**config.mk**
```make
export PLATFORM = sky130hd
export DESIGN_NAME = wl_row_sequencer
export DESIGN_NICKNAME = d
export VERILOG_FILES = /design/src/rtl/wl_row_sequencer.sv
export SDC_FILE = /design/constraint.sdc
export NUM_CORES = 1
export LEC_CHECK = 0
export BUFFER_PORTS_ARGS = -buffer_cell sky130_fd_sc_hd__buf_2
export CORE_AREA = 5 5 95 97
export CTS_CLUSTER_DIAMETER = 60
export DETAILED_ROUTE_END_ITERATION = 7
export DIE_AREA = 0 0 100 102
export GPL_TIMING_DRIVEN = 0
export HOLD_SLACK_MARGIN = 0.1
export PLACE_DENSITY = 0.51
export SLEW_MARGIN = 20
export SYNTH_ARGS = -nofsm -noshare
export SYNTH_HDL_FRONTEND = slang
export SYNTH_SLANG_ARGS = --single-unit
```
**constraint.sdc**
```tcl
create_clock -name clk -period 3.5 [get_ports clk]
set_input_delay 0.7 -clock clk [delete_from_list [all_inputs] [get_ports clk]]
set_output_delay 0.7 -clock clk [all_outputs]
set_load 0.01 [all_outputs]
```
**src/rtl/wl_row_sequencer.sv**
```systemverilog
// Wordline row sequencer: steps the decoder address through a burst of rows, pulsing wl_en per row.
// The optional abort input is enabled by defining SEQ_ABORT_EN.
module wl_row_sequencer #(
    parameter int unsigned NUM_ROWS       = 162,
    parameter int unsigned SETUP_CYCLES   = 1,
    parameter int unsigned RECOVER_CYCLES = 2
) (
    input  logic       clk,
    input  logic       rst_n,
    input  logic       start,
    input  logic [7:0] row_base,
    input  logic [7:0] row_count,
    input  logic [3:0] pulse_cycles,
    input  logic       sense_rdy,
`ifdef SEQ_ABORT_EN
    input  logic       abort,
`endif
    output logic [7:0] add8,
    output logic       wl_en,
    output logic       busy,
    output logic       done,
    output logic       row_strobe
);

    localparam int unsigned MaxPhase = (SETUP_CYCLES > RECOVER_CYCLES) ? SETUP_CYCLES
                                                                      : RECOVER_CYCLES;
    localparam int unsigned MaxCnt   = (MaxPhase > 16) ? MaxPhase : 16;
    localparam int unsigned CntW     = $clog2(MaxCnt + 1);

    localparam logic [CntW-1:0] SetupLast   = CntW'(SETUP_CYCLES - 1);
    localparam logic [CntW-1:0] RecoverLast = CntW'(RECOVER_CYCLES - 1);
    localparam logic [7:0]      LastRow     = 8'(NUM_ROWS - 1);

    typedef enum logic [2:0] {
        StIdle,
        StSetup,
        StPulse,
        StRecover,
        StDone
    } state_e;

    state_e          state_q, state_d;
    logic [CntW-1:0] cnt_q, cnt_d;
    logic [7:0]      remaining_q, remaining_d;
    logic [7:0]      add8_q, add8_d;
    logic [3:0]      pulse_q, pulse_d;
    logic            wl_en_q, wl_en_d;
    logic            busy_q, busy_d;
    logic            done_q, done_d;
    logic            row_strobe_q, row_strobe_d;
    logic            abort_req;
    logic [CntW-1:0] pulse_last;

`ifdef SEQ_ABORT_EN
    assign abort_req = abort;
`else
    assign abort_req = 1'b0;
`endif

    assign pulse_last = CntW'(pulse_q - 4'd1);

    always_comb begin
        state_d     = state_q;
        cnt_d       = cnt_q;
        remaining_d = remaining_q;
        add8_d      = add8_q;
        pulse_d     = pulse_q;

        unique case (state_q)
            StIdle: begin
                if (start) begin
                    if (row_count != 8'd0) begin
                        state_d     = StSetup;
                        cnt_d       = '0;
                        add8_d      = 8'(32'(row_base) % NUM_ROWS);
                        remaining_d = row_count;
                        pulse_d     = (pulse_cycles == 4'd0) ? 4'd1 : pulse_cycles;
                    end else begin
                        state_d = StDone;
                    end
                end
            end
            StSetup: begin
                if (cnt_q == SetupLast) begin
                    state_d = StPulse;
                    cnt_d   = '0;
                end else begin
                    cnt_d = cnt_q + 1'b1;
                end
            end
            StPulse: begin
                if (cnt_q == pulse_last) begin
                    state_d = StRecover;
                    cnt_d   = '0;
                end else begin
                    cnt_d = cnt_q + 1'b1;
                end
            end
            StRecover: begin
                // Minimum recovery first, then wait on the sense path.
                if (cnt_q == RecoverLast) begin
                    if (sense_rdy) begin
                        remaining_d = remaining_q - 8'd1;
                        cnt_d       = '0;
                        if (remaining_q != 8'd1) begin
                            state_d = StSetup;
                            add8_d  = (add8_q == LastRow) ? 8'd0 : add8_q + 8'd1;
                        end else begin
                            state_d = StDone;
                        end
                    end
                end else begin
                    cnt_d = cnt_q + 1'b1;
                end
            end
            StDone:  state_d = StIdle;
            default: state_d = StIdle;
        endcase

        if (abort_req && (state_q inside {StSetup, StPulse, StRecover})) begin
            state_d = StDone;
        end

        // Outputs are decoded from the next state so they come straight off flops.
        wl_en_d      = (state_d == StPulse);
        busy_d       = (state_d inside {StSetup, StPulse, StRecover});
        done_d       = (state_d == StDone);
        row_strobe_d = (state_d == StPulse) && (cnt_d == pulse_last);
    end

    always_ff @(posedge clk or negedge rst_n) begin
        if (!rst_n) begin
            state_q      <= StIdle;
            cnt_q        <= '0;
            remaining_q  <= 8'd0;
            add8_q       <= 8'd0;
            pulse_q      <= 4'd0;
            wl_en_q      <= 1'b0;
            busy_q       <= 1'b0;
            done_q       <= 1'b0;
            row_strobe_q <= 1'b0;
        end else begin
            state_q      <= state_d;
            cnt_q        <= cnt_d;
            remaining_q  <= remaining_d;
            add8_q       <= add8_d;
            pulse_q      <= pulse_d;
            wl_en_q      <= wl_en_d;
            busy_q       <= busy_d;
            done_q       <= done_d;
            row_strobe_q <= row_strobe_d;
        end
    end

    assign add8       = add8_q;
    assign wl_en      = wl_en_q;
    assign busy       = busy_q;
    assign done       = done_q;
    assign row_strobe = row_strobe_q;

endmodule

```
==> impl_metrics.toml <==
[run_status]
status = "completed"

[setup_path]
worstSetupStartpoint = "pulse_q[0]"
reg2reg_depth = 9
required_ns = 3.69
slowest_stage = "dfrtp_1"
crit_path_cell_trace = "inv_1, ha_1, nor3b_1, a32o_2, o32a_4, nand2_2, a22o_4, xnor2_1, nor4_2"
critical_path_peak_fanout = 5
cp.buffers_inverters = 1
cp-end-kind = "flop"
max_stage_delay_ns = 0.44
critPathKind = "reg2reg"
r2r_start = "pulse_q[0]"
r2r_end = "row_strobe"
endpoint = "row_strobe"
crit_cells = 9
reg2reg_slack_ns = 1.02
path_delay_family = "compound AO/OA/AOI/OAI gates"
critPathLaunchType = "flop"
worstPathArrival_ns = 2.67

[clocking]
cts_resized = 0
post_cts_buffers = 0
cts_root_buf = "clkbuf_8"
clk_pin_slew_worst_paths_ns = 0.07
cts_buffers = 5
clkSinkCount = 32
cts.htree.levels = 2
postCtsHoldBufs = 0
cts_tree = "yes"
ctsLongestPathBuffers = 2
clk_latency_ns = 0.29

[timing]
finalCritPeriodShare_pct = 70.9
setup-tns-final_ns = 0
fmax_mhz = 403
worst_slack_ns = 1.02
fin_crit_ns = 2.48
slew_violations = 0
fin_worst_skew_ns = 0.00825
slew_headroom_pct = 48.1
finalHoldViolations = 0
holdWs_ns = 0.485
tightestPinTransition_ns = 0.771
rsz0062_at_grt = "false"
finalSetupViolations = 0

[route]
drt_iter0_drc = 173
wl_mm = 6.05
routed_via_density = 5.06
num_vias = 2125
drt_first_pass_iters = 4
ant_nets = 0
drc_errors = 0
wire_per_inst_um = 14.4

[synthesis]
yosysWarnings = 0
yosysTopAreaCellShare_pct = 33.9
yosys.area.top_type = "dfrtp_1"
synth_xor_area_share_pct = 5.78
avgSynthCellArea_um2 = 8.68
synthMuxAreaShare_pct = 1.38
syn_inst = 272
synth_cell_types = 60
syn_nets = 306
synth_top_family_by_area = "compound AO/OA/AOI/OAI gates"
synth_edf_count = 0
synth_area_leaders = "dfrtp_1 34%, o21ai_0 5.5%, ha_1 5.3%"
ys_async_sr_fraction_pct = 100
synth_compound_area_share_pct = 25.6
synth-simple-area-share_pct = 22.7
synth_most_common_cell = "dfrtp_1"
ys_seq_elements = 32
yosysSeqAreaShare_pct = 33.9
synth_common_cells = "32 x dfrtp_1, 26 x o21ai_0, 23 x nor2_1"
yosys.area_share.adder_pct = 5.30
syn_area_um2 = 2360
synthFlopType = "dfrtp_1"

[die]
num_rows = 33
die_w_um = 100
die-area_um2 = 10200
coreArea_um2 = 8050
die_h_um = 102
start_util_pct = 29.3
ios = 36

[global_route]
grtUsageTotal_pct = 12.6
antenna_found_initial = 0
grtUsageMet2_pct = 19.3
busiest_layer = "met2"
grt_max_degree = 33
grt_util_met3_pct = 1.91
first_global_vias = 2076
use_met1_pct = 17.7
grt_pass1_wl_mm = 10.3
gr-total-overflow = 0

[power]
ir_drop_mv = 0.235
p_total_w = 0.00252
p_leak_nw = 1.24
p_per_area_nw_per_um2 = 912

[job]
timing.max_cap.violations = 0

[finish]
n_antenna_cell = 0
layout-drive-gt1-share_pct = 21.9
areaGrowthSynthToFinish_pct = 17.2
stdcell_count = 420
fin_nets = 348

[placement]
place_congestion = 0.865
place_ws_ns = 0.855
dp_hpwl_mm = 4.54
placement.io_buffers = 35
dp_cells = 412

[min_path]
min_path_type = "in2async"
-- how the worst min path moves through the flow --
| stage | start | end | slack (ns) | cells past startpoint |
|---|---|---|---|---|
| after global placement | remaining_q[7] | remaining_q[7] | 0.52 | 2 |
| after global routing | rst_n | row_strobe | 0.56 | 1 |
| final | rst_n | row_strobe | 0.48 | 1 |
| after detailed placement | remaining_q[7] | remaining_q[7] | 0.54 | 2 |
| after floorplan | rst_n | add8[0] | 0.40 | 0 |
| after CTS | rst_n | remaining_q[5] | 0.51 | 1 |
-- layout make-up --
| type | count | area (um^2) |
|---|---|---|
| sequential | 32 | 801 |
| timing repair buffer | 35 | 175 |
| inverter | 19 | 71.3 |
| tap | 105 | 131 |
| multi-input combinational | 210 | 1440 |
| clock buffer | 6 | 82.6 |
| fill | 843 | 5290 |
| clock inverter | 2 | 10.0 |
| buffer | 11 | 53.8 |
-- report_power, final --
group	switching, W	internal, W	total (W)
registers	0.000199	0.000533	0.000732
clock network	0.000148	0.000157	0.000305
logic	0.000837	0.000649	0.00149
-- routing by layer --
| metal | vias to the layer above | part of all wire [%] |
|---|---|---|
| met5 | - | 0 |
| met4 | 0 | 1.0 |
| li1 | 1070 | - |
| met2 | 56 | 45 |
| met3 | 4 | 4.9 |
| met1 | 995 | 49 |
-- placed cells by master, fill, tap and decap left out, types with 3 or more instances in the layout --
cell / count
buf_2: 39
dfrtp_1: 32
o21ai_0: 26
nor2_1: 23
inv_1: 19
nand2_1: 19
a21oi_1: 17
xnor2_1: 12
nand3_1: 12
ha_1: 10
nor3_1: 9
and3_1: 7
clkbuf_1: 6
a22o_1: 6
clkbuf_8: 6
nand2b_1: 5
nor4_2: 3
a21o_1: 3
a22oi_1: 3
-- stage by stage --
stage	instance area, um^2	utilization [%]
after CTS	2770	34.4
after detailed placement	2670	33.2
final	2770	34.4
after global routing	2770	34.4
after floorplan	2360	-
after global placement	2670	33.1
-- registers in the layout, summed over array words and instances, names as in the netlist --
register,count
row_strobe,1
done,1
cnt_q,5
pulse_q,4
busy,1
state_q,3
remaining_q,8
add8,8
wl_en,1
-- logic make-up after synthesis --
family / Yosys count
AOI/OAI and AO/OA: 86
xor gates and xnor gates: 14
adders and majority gates: 10
buffers and inverters: 30
DFF: 32
muxes: 3
and+or+nand+nor: 97
-- worst register-to-register path, delay by kind of cell, from the launching register on --
family	cells	cell delay [ns]
xor gates and xnor gates	1	0.15
AOI/OAI and AO/OA	3	0.77
adders and majority gates	1	0.27
buffers and inverters	1	0.13
DFF	1	0.44
and+or+nand+nor	3	0.63
(Power assumes the default switching activity.)
